## src/rtl/mem_arbiter_pkg.sv

```systemverilog
// Shared types for the two-port memory arbiter: FSM encoding and port ids.
// Latency: n/a (declarations only).
// Backpressure: n/a.
package mem_arbiter_pkg;

    typedef enum logic [1:0] {
        ST_IDLE = 2'd0,
        ST_BUSY = 2'd1,
        ST_RESP = 2'd2
    } state_t;

    // Port identifiers used for grants and the last-granted record.
    localparam logic PORT_I = 1'b0;
    localparam logic PORT_D = 1'b1;

endpackage

```

## src/rtl/mem_arbiter_if.sv

```systemverilog
// Bundle of instruction, data and shared-memory port signals around the arbiter.
// Latency: n/a (wiring only).
// Backpressure: valid/ready on both request ports; responses are single-cycle pulses.
interface mem_arbiter_if #(
    parameter int ADDRESS_SIZE = 32,
    parameter int LINE_SIZE    = 128
);
    logic                    ireq_valid;
    logic [ADDRESS_SIZE-1:0] ireq_addr;
    logic                    ireq_ready;
    logic                    iresp_valid;
    logic [LINE_SIZE-1:0]    iresp_data;

    logic                    dreq_valid;
    logic                    dreq_write;
    logic [ADDRESS_SIZE-1:0] dreq_addr;
    logic [LINE_SIZE-1:0]    dreq_wdata;
    logic                    dreq_ready;
    logic                    dresp_valid;
    logic [LINE_SIZE-1:0]    dresp_data;

    logic                    mem_req;
    logic                    mem_write;
    logic [ADDRESS_SIZE-1:0] mem_addr;
    logic [LINE_SIZE-1:0]    mem_wdata;
    logic [LINE_SIZE-1:0]    mem_rdata;

    // Arbiter side.
    modport slave (
        input  ireq_valid, ireq_addr,
        input  dreq_valid, dreq_write, dreq_addr, dreq_wdata,
        input  mem_rdata,
        output ireq_ready, iresp_valid, iresp_data,
        output dreq_ready, dresp_valid, dresp_data,
        output mem_req, mem_write, mem_addr, mem_wdata
    );

    // Requester / memory side.
    modport master (
        output ireq_valid, ireq_addr,
        output dreq_valid, dreq_write, dreq_addr, dreq_wdata,
        output mem_rdata,
        input  ireq_ready, iresp_valid, iresp_data,
        input  dreq_ready, dresp_valid, dresp_data,
        input  mem_req, mem_write, mem_addr, mem_wdata
    );

endinterface

```

## src/rtl/mem_arbiter_rr_arbiter2.sv

```systemverilog
// Two-way round-robin selector between instruction and data request lines.
// Latency: combinational, zero cycles.
// Backpressure: none; grant is only meaningful when grant_vld is high.
module rr_arbiter2
    import mem_arbiter_pkg::*;
(
    input  logic req_i,
    input  logic req_d,
    input  logic last_grant,
    output logic grant_vld,
    output logic grant_port
);

    // A lone requester always wins; on a tie the port not granted last wins.
    always_comb begin
        grant_vld  = req_i | req_d;
        grant_port = PORT_I;
        if (req_i && req_d) begin
            grant_port = (last_grant == PORT_D) ? PORT_I : PORT_D;
        end else if (req_d) begin
            grant_port = PORT_D;
        end
    end

endmodule

```

## src/rtl/mem_arbiter.sv

```systemverilog
// Shares one memory port between instruction and data requesters, one access in flight.
// Latency: accept at T, mem_req T+1..T+MEM_LATENCY, response pulse at T+MEM_LATENCY+1.
// Backpressure: ready only in IDLE; requesters hold valid/payload until ready.
module mem_arbiter
    import mem_arbiter_pkg::*;
#(
    parameter int ADDRESS_SIZE = 32,
    parameter int LINE_SIZE    = 128,
    parameter int MEM_LATENCY  = 5
) (
    input  logic          clk,
    input  logic          reset,
    mem_arbiter_if.slave  bus
);

    localparam int OFS_W = $clog2(LINE_SIZE / 8);
    localparam int CNT_W = (MEM_LATENCY > 1) ? $clog2(MEM_LATENCY) : 1;
    localparam logic [CNT_W-1:0] CNT_INIT = CNT_W'(MEM_LATENCY - 1);
    // Byte-offset bits within a line; cleared so the memory sees line-aligned addresses.
    localparam logic [ADDRESS_SIZE-1:0] OFS_MASK = ADDRESS_SIZE'((64'd1 << OFS_W) - 64'd1);

    state_t                  state_q, state_d;
    logic [CNT_W-1:0]        cnt_q, cnt_d;
    logic                    sel_q, sel_d;
    logic                    last_q, last_d;
    logic                    write_q, write_d;
    logic [ADDRESS_SIZE-1:0] addr_q, addr_d;
    logic [LINE_SIZE-1:0]    wdata_q, wdata_d;
    logic [LINE_SIZE-1:0]    rdata_q, rdata_d;

    logic gnt_vld;
    logic gnt_port;

    rr_arbiter2 u_rr (
        .req_i      (bus.ireq_valid),
        .req_d      (bus.dreq_valid),
        .last_grant (last_q),
        .grant_vld  (gnt_vld),
        .grant_port (gnt_port)
    );

    // Next-state: latch the winner's access in IDLE, count down in BUSY, retire in RESP.
    always_comb begin
        state_d = state_q;
        cnt_d   = cnt_q;
        sel_d   = sel_q;
        last_d  = last_q;
        write_d = write_q;
        addr_d  = addr_q;
        wdata_d = wdata_q;
        rdata_d = rdata_q;
        case (state_q)
            ST_IDLE: begin
                if (gnt_vld) begin
                    sel_d   = gnt_port;
                    cnt_d   = CNT_INIT;
                    state_d = ST_BUSY;
                    if (gnt_port == PORT_I) begin
                        addr_d  = bus.ireq_addr & ~OFS_MASK;
                        write_d = 1'b0;
                        wdata_d = '0;
                    end else begin
                        addr_d  = bus.dreq_addr & ~OFS_MASK;
                        write_d = bus.dreq_write;
                        wdata_d = bus.dreq_wdata;
                    end
                end
            end
            ST_BUSY: begin
                if (cnt_q == '0) begin
                    rdata_d = bus.mem_rdata;
                    state_d = ST_RESP;
                end else begin
                    cnt_d = cnt_q - 1'b1;
                end
            end
            ST_RESP: begin
                last_d  = sel_q;
                state_d = ST_IDLE;
            end
            default: begin
                state_d = ST_IDLE;
            end
        endcase
    end

    // Port outputs; ready and response pulses are suppressed while reset is held.
    always_comb begin
        bus.ireq_ready  = (state_q == ST_IDLE) && gnt_vld && (gnt_port == PORT_I) && !reset;
        bus.dreq_ready  = (state_q == ST_IDLE) && gnt_vld && (gnt_port == PORT_D) && !reset;
        bus.iresp_valid = (state_q == ST_RESP) && (sel_q == PORT_I) && !reset;
        bus.dresp_valid = (state_q == ST_RESP) && (sel_q == PORT_D) && !reset;
        bus.iresp_data  = bus.iresp_valid ? rdata_q : '0;
        bus.dresp_data  = (bus.dresp_valid && !write_q) ? rdata_q : '0;
        bus.mem_req     = (state_q == ST_BUSY);
        bus.mem_write   = (state_q == ST_BUSY) && write_q;
        bus.mem_addr    = addr_q;
        bus.mem_wdata   = wdata_q;
    end

    // State registers; reset aborts any access and gives the instruction port the first tie.
    always_ff @(posedge clk) begin
        if (reset) begin
            state_q <= ST_IDLE;
            cnt_q   <= '0;
            sel_q   <= PORT_I;
            last_q  <= PORT_D;
            write_q <= 1'b0;
            addr_q  <= '0;
            wdata_q <= '0;
            rdata_q <= '0;
        end else begin
            state_q <= state_d;
            cnt_q   <= cnt_d;
            sel_q   <= sel_d;
            last_q  <= last_d;
            write_q <= write_d;
            addr_q  <= addr_d;
            wdata_q <= wdata_d;
            rdata_q <= rdata_d;
        end
    end

endmodule

```

## src/flat_wrapper.sv

```systemverilog
// flat-port wrapper written by rule: the top's interface ports become plain ports
module mem_arbiter_flat import mem_arbiter_pkg::*;
#(
    parameter int ADDRESS_SIZE = 32,
    parameter int LINE_SIZE    = 128,
    parameter int MEM_LATENCY  = 5
)
  (clk, reset, bus_ireq_valid, bus_ireq_addr, bus_dreq_valid, bus_dreq_write, bus_dreq_addr, bus_dreq_wdata, bus_mem_rdata, bus_ireq_ready, bus_iresp_valid, bus_iresp_data, bus_dreq_ready, bus_dresp_valid, bus_dresp_data, bus_mem_req, bus_mem_write, bus_mem_addr, bus_mem_wdata);
  mem_arbiter_if #(.ADDRESS_SIZE(ADDRESS_SIZE), .LINE_SIZE(LINE_SIZE)) bus_i ();
  input  logic clk;
  input  logic reset;
  input wire logic [$bits(bus_i.ireq_valid)-1:0] bus_ireq_valid;
  input wire logic [$bits(bus_i.ireq_addr)-1:0] bus_ireq_addr;
  input wire logic [$bits(bus_i.dreq_valid)-1:0] bus_dreq_valid;
  input wire logic [$bits(bus_i.dreq_write)-1:0] bus_dreq_write;
  input wire logic [$bits(bus_i.dreq_addr)-1:0] bus_dreq_addr;
  input wire logic [$bits(bus_i.dreq_wdata)-1:0] bus_dreq_wdata;
  input wire logic [$bits(bus_i.mem_rdata)-1:0] bus_mem_rdata;
  output wire logic [$bits(bus_i.ireq_ready)-1:0] bus_ireq_ready;
  output wire logic [$bits(bus_i.iresp_valid)-1:0] bus_iresp_valid;
  output wire logic [$bits(bus_i.iresp_data)-1:0] bus_iresp_data;
  output wire logic [$bits(bus_i.dreq_ready)-1:0] bus_dreq_ready;
  output wire logic [$bits(bus_i.dresp_valid)-1:0] bus_dresp_valid;
  output wire logic [$bits(bus_i.dresp_data)-1:0] bus_dresp_data;
  output wire logic [$bits(bus_i.mem_req)-1:0] bus_mem_req;
  output wire logic [$bits(bus_i.mem_write)-1:0] bus_mem_write;
  output wire logic [$bits(bus_i.mem_addr)-1:0] bus_mem_addr;
  output wire logic [$bits(bus_i.mem_wdata)-1:0] bus_mem_wdata;
  assign bus_i.ireq_valid = bus_ireq_valid;
  assign bus_i.ireq_addr = bus_ireq_addr;
  assign bus_i.dreq_valid = bus_dreq_valid;
  assign bus_i.dreq_write = bus_dreq_write;
  assign bus_i.dreq_addr = bus_dreq_addr;
  assign bus_i.dreq_wdata = bus_dreq_wdata;
  assign bus_i.mem_rdata = bus_mem_rdata;
  assign bus_ireq_ready = bus_i.ireq_ready;
  assign bus_iresp_valid = bus_i.iresp_valid;
  assign bus_iresp_data = bus_i.iresp_data;
  assign bus_dreq_ready = bus_i.dreq_ready;
  assign bus_dresp_valid = bus_i.dresp_valid;
  assign bus_dresp_data = bus_i.dresp_data;
  assign bus_mem_req = bus_i.mem_req;
  assign bus_mem_write = bus_i.mem_write;
  assign bus_mem_addr = bus_i.mem_addr;
  assign bus_mem_wdata = bus_i.mem_wdata;
  mem_arbiter #(.ADDRESS_SIZE(ADDRESS_SIZE), .LINE_SIZE(LINE_SIZE), .MEM_LATENCY(MEM_LATENCY)) u_core (.clk(clk), .reset(reset), .bus(bus_i));
endmodule
```

## config.mk

```make
export PLATFORM = sky130hd
export DESIGN_NAME = mem_arbiter_flat
export DESIGN_NICKNAME = d
export VERILOG_FILES = /design/src/rtl/mem_arbiter_pkg.sv /design/src/rtl/mem_arbiter_if.sv /design/src/rtl/mem_arbiter_rr_arbiter2.sv /design/src/rtl/mem_arbiter.sv /design/src/flat_wrapper.sv
export SDC_FILE = /design/constraint.sdc
export NUM_CORES = 1
export LEC_CHECK = 0
export CAP_MARGIN = 20
export CORE_AREA = 2 2 289 291
export CTS_CLUSTER_SIZE = 10
export DETAILED_ROUTE_END_ITERATION = 12
export DIE_AREA = 0 0 291 293
export HOLD_SLACK_MARGIN = 0.15
export PLACE_DENSITY = 0.45
export SYNTH_ARGS = -nofsm -noshare
export SYNTH_HDL_FRONTEND = slang
export SYNTH_SLANG_ARGS = --single-unit
```

## constraint.sdc

```tcl
create_clock -name clk -period 2.5 [get_ports clk]
set_clock_uncertainty 0.15 [all_clocks]
set_input_delay 0.5 -clock clk [delete_from_list [all_inputs] [get_ports clk]]
set_output_delay 0.5 -clock clk [all_outputs]
set_load 0.02 [all_outputs]
```

==> results.json <==
{
  "status": "finished, violations left",
  "violations": "setup timing",
  "min-delay-path-class": "flip-flop to flip-flop",
  "cp_max_fo": 5,
  "rr_startpoint": "u_core.state_q[0]",
  "rrSetupSlack_ns": 0.44,
  "yosys_warnings": 0,
  "vias_per_cell": 3.91,
  "vias": 12573,
  "place_congestion": 0.783,
  "synth-compound-area-share_pct": 18.4,
  "postSynthAreaPerCell_um2": 8.76,
  "die_x_um": 291,
  "max_freq_mhz": 325,
  "die_h_um": 293,
  "rsz0062_at_grt": "yes",
  "worstMarginPinSlew_ns": 0.672,
  "arrival_ns": 2.42,
  "ff_latch_area_mm2": 0.00585,
  "dpl_cell_area_mm2": 0.0201,
  "grt_max_degree": 130,
  "top_usage_layer": "met2",
  "dieArea_mm2": 0.0853,
  "drive_gt1_share_pct": 31.1,
  "slew_violations": 0,
  "std_cell_rows": 105,
  "period_share_pct": 123,
  "synth_xor_area_share_pct": 0,
  "p_per_area_mw_per_mm2": 560,
  "io_pins": 747,
  "remaining_drc_errors": 0,
  "synth-adder-area-share_pct": 0.220,
  "synth_area_mm2": 0.0114,
  "met2_usage_pct": 25.0,
  "path_class": "flip-flop to output port",
  "final.setup.worst_slack_ns": -0.574,
  "slew_headroom_pct": 55.2,
  "vdd_drop_max_v": 0.000417,
  "drv_cap": 0,
  "clk_latency_ns": 0.54,
  "core_area_mm2": 0.0818,
  "grt_pass1_vias": 12395,
  "cts_max_level": 2,
  "routed_wl_mm": 65.5,
  "crit_path_start_kind": "flip-flop",
  "synth_top_family_by_area": "simple AND/OR/NAND/NOR gates",
  "r2r_end": "u_core.bus.mem_wdata[104]",
  "fin_area_mm2": 0.0237,
  "synth_flop_cell": "dfxtp_1",
  "port_buffers": 734,
  "hold_violations": 0,
  "finalNetCount": 2448,
  "grt_use_met3_pct": 4.70,
  "cts_num_sinks": 292,
  "r2r_cells": 7,
  "dpl.hpwl_mm": 42.7,
  "grt_pass1_wl_mm": 85.2,
  "yosys.area_share.simple_pct": 25.6,
  "antenna_found_initial": 14,
  "clk_pin_slew_worst_paths_ns": 0.06,
  "overflow": 0,
  "synth.area.mux_share_pct": 0.0879,
  "ant_nets": 0,
  "cts_buffers": 38,
  "worstHoldStart": "u_core.rdata_q[117]",
  "multi_input_area_mm2": 0.00558,
  "async_flop_share_pct": 0,
  "start_util_pct": 13.9,
  "drtPass1Iterations": 4,
  "setup_viol": 258,
  "clockBufferDepth": 3,
  "period_needed_ns": 3.07,
  "endpoint": "bus_dresp_data[95]",
  "grtUsageTotal_pct": 13.4,
  "cts_tree": "built",
  "mostFrequentLayoutCell": "clkdlybuf4s50_1",
  "leakagePower_nw": 9.68,
  "wire_per_inst_um": 20.4,
  "endpoint_kind": "output port",
  "startpoint": "u_core.state_q[0]",
  "drtIter0Drc": 399,
  "cts_root_buf": "clkbuf_16",
  "yosysUniqueCellTypes": 33,
  "synth-seq-cells": 292,
  "cp.required_ns": 1.85,
  "layout-area-overhead-vs-synth_pct": 108,
  "yosysSeqAreaShare_pct": 51.3,
  "dp_slack_ns": -0.388,
  "synth_edf_count": 0,
  "use_met1_pct": 13.5,
  "most-common-layout-cells": "clkdlybuf4s50_1 (471), nand2_1 (304), dfxtp_1 (290)",
  "syn_inst": 1300,
  "postCtsHoldBufs": 0,
  "fillers": 8571
}
==> cells by family (layout without fill, tap and decap cells) <==
| family | count (synthesis) | count (layout) |
|---|---|---|
| AO/OA/AOI/OAI | 304 | 304 |
| adder cells (fa/ha/maj) | 2 | 2 |
| buffers and inverters | 115 | 956 |
| flip-flops | 292 | 292 |
| multiplexers | 1 | 1 |
| other | 1 | 6 |
| AND/OR/NAND/NOR | 585 | 585 |
==> flip-flops by register name (all words and copies together) (netlist names) <==
name / cells
u_core.bus.mem_addr: 28
u_core.cnt_q: 3
u_core.last_q: 1
u_core.rdata_q: 128
u_core.state_q: 2
u_core.write_q: 1
u_core.sel_q: 1
u_core.bus.mem_wdata: 128
==> synth_stat cells, types with 2 or more instances <==
cell type / number / area (µm²)
or2_1: 2 / 12.5
a21oi_1: 142 / 711
dfxtp_1: 292 / 5850
buf_1: 6 / 22.5
nand2_1: 304 / 1140
and2_1: 257 / 1610
buf_2: 38 / 190
a22oi_1: 28 / 210
nand2b_1: 5 / 31.3
a22o_1: 129 / 1130
inv_1: 3 / 11.3
ha_1: 2 / 25.0
or2_2: 2 / 12.5
buf_4: 5 / 37.5
clkbuf_1: 62 / 233
nor2_1: 6 / 22.5
==> how the worst min path moves through the flow <==
stage | end | slack, ns | depth (start not counted)
after floorplan | u_core.rdata_q[0] | 0.29 | 2
after global placement | u_core.rdata_q[59] | 0.30 | 2
after detailed placement | u_core.rdata_q[117] | 0.30 | 2
after CTS | u_core.bus.mem_addr[23] | 0.28 | 3
after global routing | u_core.bus.mem_addr[27] | 0.30 | 3
final | u_core.rdata_q[117] | 0.32 | 2
==> critical path, stage by stage (launching register included) <==
cell and delay [ns]:
dfxtp_2 0.32, nand2b_4 0.16, nor3b_4 0.19, and2b_4 0.21, buf_6 0.11, buf_6 0.09, buf_12 0.11, buf_12 0.11
buf_16 0.12, buf_6 0.11, buf_6 0.10, and2_4 0.13, buf_6 0.10
==> area by class of cell <==
cell class	instances	share of cell area, %
Inverter	3	0.0475
Antenna cell	2	0.0211
Clock buffer	58	4.80
Tap cell	1070	5.65
Multi-Input combinational cell	896	23.5
Timing Repair Buffer	890	41.0
Clock inverter	5	0.306
Sequential cell	292	24.7
==> per-stage QoR <==
| step | util, % | total power [mW] | setup TNS [ns] | hold slack, ns | std cells |
|---|---|---|---|---|---|
| finish | 29.0 | 13.3 | -74.86 | 0.320 | 3216 |
| global placement | 24.6 | 7.75 | -63.32 | 0.300 | 3030 |
| CTS | 27.1 | 13.4 | -129.65 | 0.282 | 3141 |
| detailed placement | 24.6 | 7.80 | -75.08 | 0.304 | 3030 |
| global route | 29.0 | 13.9 | -105.62 | 0.303 | 3216 |
| floorplan | - | 6.35 | 0 | 0.290 | 1303 |
==> report_power, final <==
part | internal [mW] | switching (mW)
clock network | 3.22 | 2.17
registers | 5.03 | 0.308
logic | 1.29 | 1.25
total | 9.54 | 3.73
==> timing repair <==
| action | in CTS | in global routing |
|---|---|---|
| pin swaps | 2 | 18 |
| gates resized for setup | 796 | 798 |
| gates cloned | 12 | 16 |
| setup buffers | 36 | 65 |
| endpoints found under the setup margin | 261 | 261 |
==> layer usage <==
| layer | part of all wire, % | up-vias |
|---|---|---|
| met3 | 7.7 | 114 |
| met5 | 0.11 | - |
| met2 | 52 | 578 |
| met4 | 4.3 | 10 |
| met1 | 36 | 5903 |
| li1 | - | 5968 |
Note: power is estimated with default switching activity, not from simulation.
